**config.mk**
```make
export PLATFORM = sky130hd
export DESIGN_NAME = x_dl_framer
export DESIGN_NICKNAME = d
export VERILOG_FILES = /design/src/rtl/x_dl_framer_pkg.sv /design/src/rtl/x_dl_frame_mux.sv /design/src/rtl/x_dl_framer.sv
export SDC_FILE = /design/constraint.sdc
export NUM_CORES = 1
export LEC_CHECK = 0
export ABC_AREA = 1
export CORE_MARGIN = 8
export CORE_UTILIZATION = 40
export CTS_CLUSTER_SIZE = 24
export DETAILED_ROUTE_END_ITERATION = 6
export DONT_BUFFER_PORTS = 1
export GPL_TIMING_DRIVEN = 0
export SYNTH_ARGS = -nofsm -noshare
export SYNTH_HDL_FRONTEND = slang
export SYNTH_SLANG_ARGS = --single-unit
```
**constraint.sdc**
```tcl
create_clock -name i_clk -period 5.7 [get_ports i_clk]
set_input_delay 0.855 -clock i_clk [delete_from_list [all_inputs] [get_ports i_clk]]
set_output_delay 0.855 -clock i_clk [all_outputs]
set_load 0.005 [all_outputs]
```
**src/rtl/x_dl_framer_pkg.sv**
```systemverilog
// Shared definitions for the delay-line framer: FSM state encoding,
// command/header byte constants and frame geometry.
// No ports; imported by x_dl_framer and x_dl_frame_mux.
package x_dl_framer_pkg;

  typedef enum logic [1:0] {
    ST_IDLE = 2'd0,
    ST_ARM  = 2'd1,
    ST_SEND = 2'd2
  } state_t;

  localparam logic [7:0] C_CMD_CAPTURE = 8'h53;  // 'S'
  localparam logic [7:0] C_HDR_DATA    = 8'hA5;
  localparam logic [7:0] C_HDR_TMO     = 8'h5A;

  localparam int         C_FRAME_LEN   = 6;
  localparam logic [2:0] C_LAST_IDX    = 3'(C_FRAME_LEN - 1);

endpackage

```
**src/rtl/x_dl_frame_mux.sv**
```systemverilog
// Combinational frame byte selector: picks byte i_idx of the 6-byte frame
// built from a 32-bit word (data frame) or the fixed timeout frame.
// Ports: i_word (captured sample), i_is_data (data vs timeout frame),
//        i_idx (byte index 0..5), o_byte (selected frame byte).
module x_dl_frame_mux
  import x_dl_framer_pkg::*;
(
  input  logic [31:0] i_word,
  input  logic        i_is_data,
  input  logic [2:0]  i_idx,
  output logic [7:0]  o_byte
);

  logic [7:0] w_chk;

  assign w_chk = i_word[31:24] ^ i_word[23:16] ^ i_word[15:8] ^ i_word[7:0];

  // Timeout frame is header followed by all-zero payload and checksum.
  always_comb begin
    o_byte = 8'h00;
    case (i_idx)
      3'd0:    o_byte = i_is_data ? C_HDR_DATA : C_HDR_TMO;
      3'd1:    o_byte = i_is_data ? i_word[31:24] : 8'h00;
      3'd2:    o_byte = i_is_data ? i_word[23:16] : 8'h00;
      3'd3:    o_byte = i_is_data ? i_word[15:8]  : 8'h00;
      3'd4:    o_byte = i_is_data ? i_word[7:0]   : 8'h00;
      3'd5:    o_byte = i_is_data ? w_chk         : 8'h00;
      default: o_byte = 8'h00;
    endcase
  end

endmodule

```
**src/rtl/x_dl_framer.sv**
```systemverilog
// Delay-line capture framer, placed between x_uart_rx / x_delay_line and
// x_uart_tx. An 'S' byte arms capture; the next delay-line sample (or a
// timeout after P_TIMEOUT armed cycles) is sent as a 6-byte frame.
// Ports: i_clk/i_rst (async active-high), i_valid/i_data (RX bytes),
//        i_dl_valid/i_dl (samples), o_valid/o_data/i_accept (TX handshake),
//        o_busy (not idle), o_drop_cnt (saturating dropped-'S' count).
module x_dl_framer
  import x_dl_framer_pkg::*;
#(
  parameter int P_TIMEOUT = 65536
)
(
  input  logic        i_clk,
  input  logic        i_rst,
  input  logic        i_valid,
  input  logic [7:0]  i_data,
  input  logic        i_dl_valid,
  input  logic [31:0] i_dl,
  output logic        o_valid,
  input  logic        i_accept,
  output logic [7:0]  o_data,
  output logic        o_busy,
  output logic [7:0]  o_drop_cnt
);

  localparam int LP_CW = (P_TIMEOUT > 2) ? $clog2(P_TIMEOUT) : 1;
  localparam logic [LP_CW-1:0] LP_TMO_LAST = LP_CW'(P_TIMEOUT - 1);

  state_t           r_state;
  logic [2:0]       r_idx;
  logic [LP_CW-1:0] r_tmo_cnt;
  logic [31:0]      r_frame;
  logic             r_is_data;
  logic [7:0]       r_drop_cnt;

  logic             w_cmd;
  logic [7:0]       w_byte;

  assign w_cmd = i_valid && (i_data == C_CMD_CAPTURE);

  always_ff @(posedge i_clk or posedge i_rst) begin
    if (i_rst) begin
      r_state    <= ST_IDLE;
      r_idx      <= 3'd0;
      r_tmo_cnt  <= '0;
      r_frame    <= 32'h0;
      r_is_data  <= 1'b0;
      r_drop_cnt <= 8'h00;
    end else begin
      // A capture command while a capture is already pending is dropped.
      if (w_cmd && (r_state != ST_IDLE) && (r_drop_cnt != 8'hFF))
        r_drop_cnt <= r_drop_cnt + 8'd1;

      case (r_state)
        ST_IDLE: begin
          if (w_cmd) begin
            r_state   <= ST_ARM;
            r_tmo_cnt <= '0;
          end
        end
        ST_ARM: begin
          r_tmo_cnt <= r_tmo_cnt + 1'b1;
          // A sample on the timeout cycle still wins over the timeout frame.
          if (i_dl_valid) begin
            r_frame   <= i_dl;
            r_is_data <= 1'b1;
            r_idx     <= 3'd0;
            r_state   <= ST_SEND;
          end else if (r_tmo_cnt == LP_TMO_LAST) begin
            r_is_data <= 1'b0;
            r_idx     <= 3'd0;
            r_state   <= ST_SEND;
          end
        end
        ST_SEND: begin
          if (i_accept) begin
            if (r_idx == C_LAST_IDX) begin
              r_idx   <= 3'd0;
              r_state <= ST_IDLE;
            end else begin
              r_idx <= r_idx + 3'd1;
            end
          end
        end
        default: r_state <= ST_IDLE;
      endcase
    end
  end

  x_dl_frame_mux u_mux (
    .i_word    (r_frame),
    .i_is_data (r_is_data),
    .i_idx     (r_idx),
    .o_byte    (w_byte)
  );

  // Outputs decode straight from state registers, so reset drops o_valid
  // without waiting for a clock edge. o_data reads zero outside SEND.
  assign o_valid    = (r_state == ST_SEND);
  assign o_busy     = (r_state != ST_IDLE);
  assign o_data     = o_valid ? w_byte : 8'h00;
  assign o_drop_cnt = r_drop_cnt;

endmodule

```
==> run summary <==
The flow ran to the end, and the final reports show no timing, DRC or antenna violations. Once layout is complete, the cells apart from fillers number 657. Registers take 1550 sq um.

The clock net in this run drives a total of 62 sinks. The number of nets handed over by synthesis was 577. The total via count after detailed routing came out at 3,417. The signal arrival time at the worst endpoint is 2230 ps.

The count of pins over their slew limit was 0. Including well taps, the total number of placed cells is about 640. The half-perimeter wire length after placement is approximately 7000 um.

On the critical path the largest part of the delay comes from buffers and inverters. The slowest stage of the critical path belongs to the cell sky130_fd_sc_hd__dfrtp_1. Hold repair after CTS inserted 0 buffers.

The critical path starts at r_idx[1]$_DFFE_PP0P_. Global routing consumed, over all layers together, 15.3% of the routing resources. The number of endpoints with negative hold slack in the final report came out at 0. The synthesis-to-layout area growth came out at 8.70%. The number of global-route vias before repair is 3,215. 0 antenna diodes ended up in the layout. The final clock skew came out at 12.1 ps. The root cell of the clock tree is sky130_fd_sc_hd__clkbuf_8. The total I/O pin count came out at 63.

After Yosys synthesis, full adders, half adders and majority gates account for approximately 1.0% of the synthesized area. The number of antenna violations at the first check in global routing is 0. Cells fill 44.4% of the core in the end. Synthesis handed over a netlist of around 530 instances. In this run the mean area of a mapped cell was 7.07 sq um. In this design, the stage delay of the slowest critical-path cell is between 400 and 500 ps.

The final layout contains routed wiring with a total length of 9510 um. The maximum buffer depth of the clock tree came out at 2. For this run the aggregate overflow at the end of global routing stands at 0.

Dividing the final minimum period by the clock period gives 54.2%. After detailed routing, the number of remaining DRC violations is 0. The cell area that synthesis handed to floorplanning was 3740 sq um. The worst-skew pair later-pin latency is 350 ps. The multiplexer area fraction after synthesis came out at 2.41%. Once detail routing completed, the nets flagged for antenna violations numbered 0.

For the pin with the worst max-slew slack, the measured transition is 589 ps. In this run, distinct cell masters in the synthesized netlist total 31. The library cells used most frequently in the layout, excluding fill and tap cells, are sky130_fd_sc_hd__nand2_1 (183), sky130_fd_sc_hd__dfrtp_1 (62), sky130_fd_sc_hd__nor2_1 (55). The yosys synthesis warning count is 0. The worst setup path is launched from a register. The accumulated negative setup slack came out at 0 ps. The startpoint identified for the worst register-to-register timing path is r_tmo_cnt[0]$_DFFE_PP0P_. The pin count of the biggest net entering global routing is 39. STA puts the critical path data required time at 4850 ps. The core outline area came out at slightly above 9000 sq um. Across the VDD grid, the largest voltage drop is between 90 and 100 uV. TritonCTS built the clock tree. Setup repair after global routing left no endpoint under its margin. The share of the yosys chip area belonging to registers came out at between 40% and 50%.

The final weighted congestion in routability-driven placement came out at 0.824. The post-detailed-route wirelength per cell is 14.5 um. For this design the ratio of total power to cell area is between 200 and 300 nW/um^2. The final hold slack is about 440 ps. After synthesis the netlist holds a flip-flop and latch count of 62.

After Yosys synthesis, and, or, nand and nor cells account for 35.4% of the synthesized area. For this run, the top clock speed supported by timing is 0.324 GHz. By startpoint and endpoint, the worst setup path is classified as reg2out. The area enclosed by the die boundary is about 13,000 sq um. The clock tree synthesis step divided the H-tree into 3 levels. Leaving out fill and tap cells, the most frequent cell in the layout is sky130_fd_sc_hd__nand2_1. The tightest min-delay check is of the in2async type. The fraction of layout cells with a size suffix above 1 is 10.1%. The clock period minus worst slack is 3090 ps. The cell row count came out at 35. The final non-filler cell area came out at 4070 sq um.

Among the stages of the critical path, the cell type that occurs most often is sky130_fd_sc_hd__nand2_1. In the final layout, the multi-input gates occupy between 1500 and 2000 sq um. The initial core utilization came out at roughly two fifths.

Buffers added to address setup during post-CTS repair amount to 0. The post-placement setup slack is 3010 ps. The clock slew at the register clock pins of the worst setup and hold paths is ~80 ps.

In the final design database the tool counted between 500 and 600 nets. Across the run, the number of max-cap violations was 0. The first detailed-routing pass took 5 iterations.

The headroom to the max-slew limit came out at 60.7%. The iteration-0 DRC count of the detailed router is 191. The CTS buffer count came out at 9.

By area, the combinational part of the netlist is dominated by simple AND/OR/NAND/NOR gates. The first global-routing pass estimated 15,400 um of wire. After filler insertion, the fill cell instance count of the layout stands at 956. The worst setup path is captured at a primary output. The biggest fanout along the worst timing path is 10. In the post-route analysis, the smallest setup slack over all paths is around 2600 ps. The sum of internal, switching and leakage power came out at 1.07 mW.

The fraction of the mapped netlist area in compound gates came out at 8.90%. Measured along the y axis, the die boundary spans 113 um. The count of port buffers added during placement came out at 0. The xor/xnor share of the synthesized area came out at 3.04%. The leakage power of the design is 2.16 nW. The detail-routed via count per cell came out at 5.20. The critical path goes through buf_2 -> nand2_1 -> inv_1 -> ha_1 -> buf_1 -> nand2_1 -> nand2_1 -> nor2_1 -> nand2_1 -> nand2_1 -> a21oi_1.

Counting both buffers and inverters, the worst setup path holds a total of 3. Once placement finished, the instance area stood at between 3000 and 4000 sq um. From left edge to right edge, the die measures 113 um. The number of instances resized during post-cts repair came out at 0. Setup violations remaining at the end of the flow were counted as 0.
## sequential cells by signal, indices dropped and copies added, names as in the netlist
name,flops
o_drop_cnt,8
r_frame,32
r_idx,3
r_is_data,1
r_state,2
r_tmo_cnt,16
## area by class of cell
cell class / count / area share [%]
plain buffers: 13 / 1.82
clock buffers: 10 / 3.14
clock inverters: 6 / 0.954
inverters: 58 / 5.36
multi-input cells: 396 / 46.7
flip-flops and latches: 62 / 38.2
well taps: 111 / 3.42
repair buffers: 1 / 0.492
## metal layers
metal	GRT usage (%)	share of wire, %	vias up
met1	18.9	44	1605
met5	0	0	-
met2	23.9	47	83
li1	-	-	1713
met3	4.95	7.8	16
met4	6.83	2.0	0
## synth_stat cells
master | instances | area (sq um)
sky130_fd_sc_hd__a21oi_1 | 42 | 210
sky130_fd_sc_hd__buf_1 | 1 | 3.75
sky130_fd_sc_hd__buf_2 | 8 | 40.0
sky130_fd_sc_hd__buf_4 | 2 | 15.0
sky130_fd_sc_hd__buf_6 | 1 | 11.3
sky130_fd_sc_hd__clkbuf_1 | 1 | 3.75
sky130_fd_sc_hd__dfrtp_1 | 62 | 1550
sky130_fd_sc_hd__ha_1 | 3 | 37.5
sky130_fd_sc_hd__inv_1 | 55 | 206
sky130_fd_sc_hd__inv_2 | 3 | 11.3
sky130_fd_sc_hd__mux2_2 | 8 | 90.1
sky130_fd_sc_hd__nand2_1 | 183 | 687
sky130_fd_sc_hd__nand2_2 | 2 | 12.5
sky130_fd_sc_hd__nand3_1 | 36 | 180
sky130_fd_sc_hd__nand3_2 | 1 | 10.0
sky130_fd_sc_hd__nand3b_1 | 2 | 15.0
sky130_fd_sc_hd__nand4_1 | 12 | 75.1
sky130_fd_sc_hd__nor2_1 | 55 | 206
sky130_fd_sc_hd__nor2_2 | 4 | 25.0
sky130_fd_sc_hd__nor2_4 | 2 | 22.5
sky130_fd_sc_hd__nor3_1 | 6 | 30.0
sky130_fd_sc_hd__nor3_2 | 3 | 30.0
sky130_fd_sc_hd__nor3_4 | 1 | 16.3
sky130_fd_sc_hd__nor4_1 | 1 | 6.26
sky130_fd_sc_hd__o21ai_0 | 13 | 65.1
sky130_fd_sc_hd__o21ai_2 | 2 | 17.5
sky130_fd_sc_hd__o21bai_1 | 2 | 15.0
sky130_fd_sc_hd__o22ai_1 | 4 | 25.0
sky130_fd_sc_hd__or2_2 | 1 | 6.26
sky130_fd_sc_hd__xnor2_1 | 7 | 61.3
sky130_fd_sc_hd__xor2_1 | 6 | 52.6
## worst register-to-register path, stage by stage (launching register included)
cell,delay (ps)
sky130_fd_sc_hd__dfrtp_1,390
sky130_fd_sc_hd__ha_1,210
sky130_fd_sc_hd__nand3_1,140
sky130_fd_sc_hd__nor2_2,230
sky130_fd_sc_hd__nand3_1,150
sky130_fd_sc_hd__nand3_2,150
sky130_fd_sc_hd__nand2_1,100
sky130_fd_sc_hd__nand2_1,70
sky130_fd_sc_hd__nand2_1,40
## kinds of logic after synthesis
family,Yosys count
multiplexers,8
XOR/XNOR,13
adder cells (fa/ha/maj),3
AND/OR/NAND/NOR,309
buffers and inverters,71
flip-flops,62
AO/OA/AOI/OAI,63
## final timing paths
| kind | endpoint | slack (ps) | depth (start not counted) |
|---|---|---|---|
| max | o_data[3] | 2610 | 11 |
| min | o_drop_cnt[2]$_DFFE_PP0P_ | 440 | 1 |
| max reg2reg | r_idx[2]$_DFFE_PP0P_ | 4120 | 8 |
| max in group asynchronous | r_tmo_cnt[5]$_DFFE_PP0P_ | 4620 | 2 |
| min in group i_clk | r_tmo_cnt[0]$_DFFE_PP0P_ | 500 | 1 |
| min reg2reg | r_tmo_cnt[0]$_DFFE_PP0P_ | 500 | 1 |
## where the power goes
part | switching (mW) | leakage (nW) | internal (mW)
Combinational | 0.145 | 1.39 | 0.0768
Sequential | 0.0374 | 0.686 | 0.477
Clock | 0.182 | 0.0820 | 0.156
Total | 0.365 | 2.16 | 0.710
No activity file was read; power rests on OpenSTA's default activity.
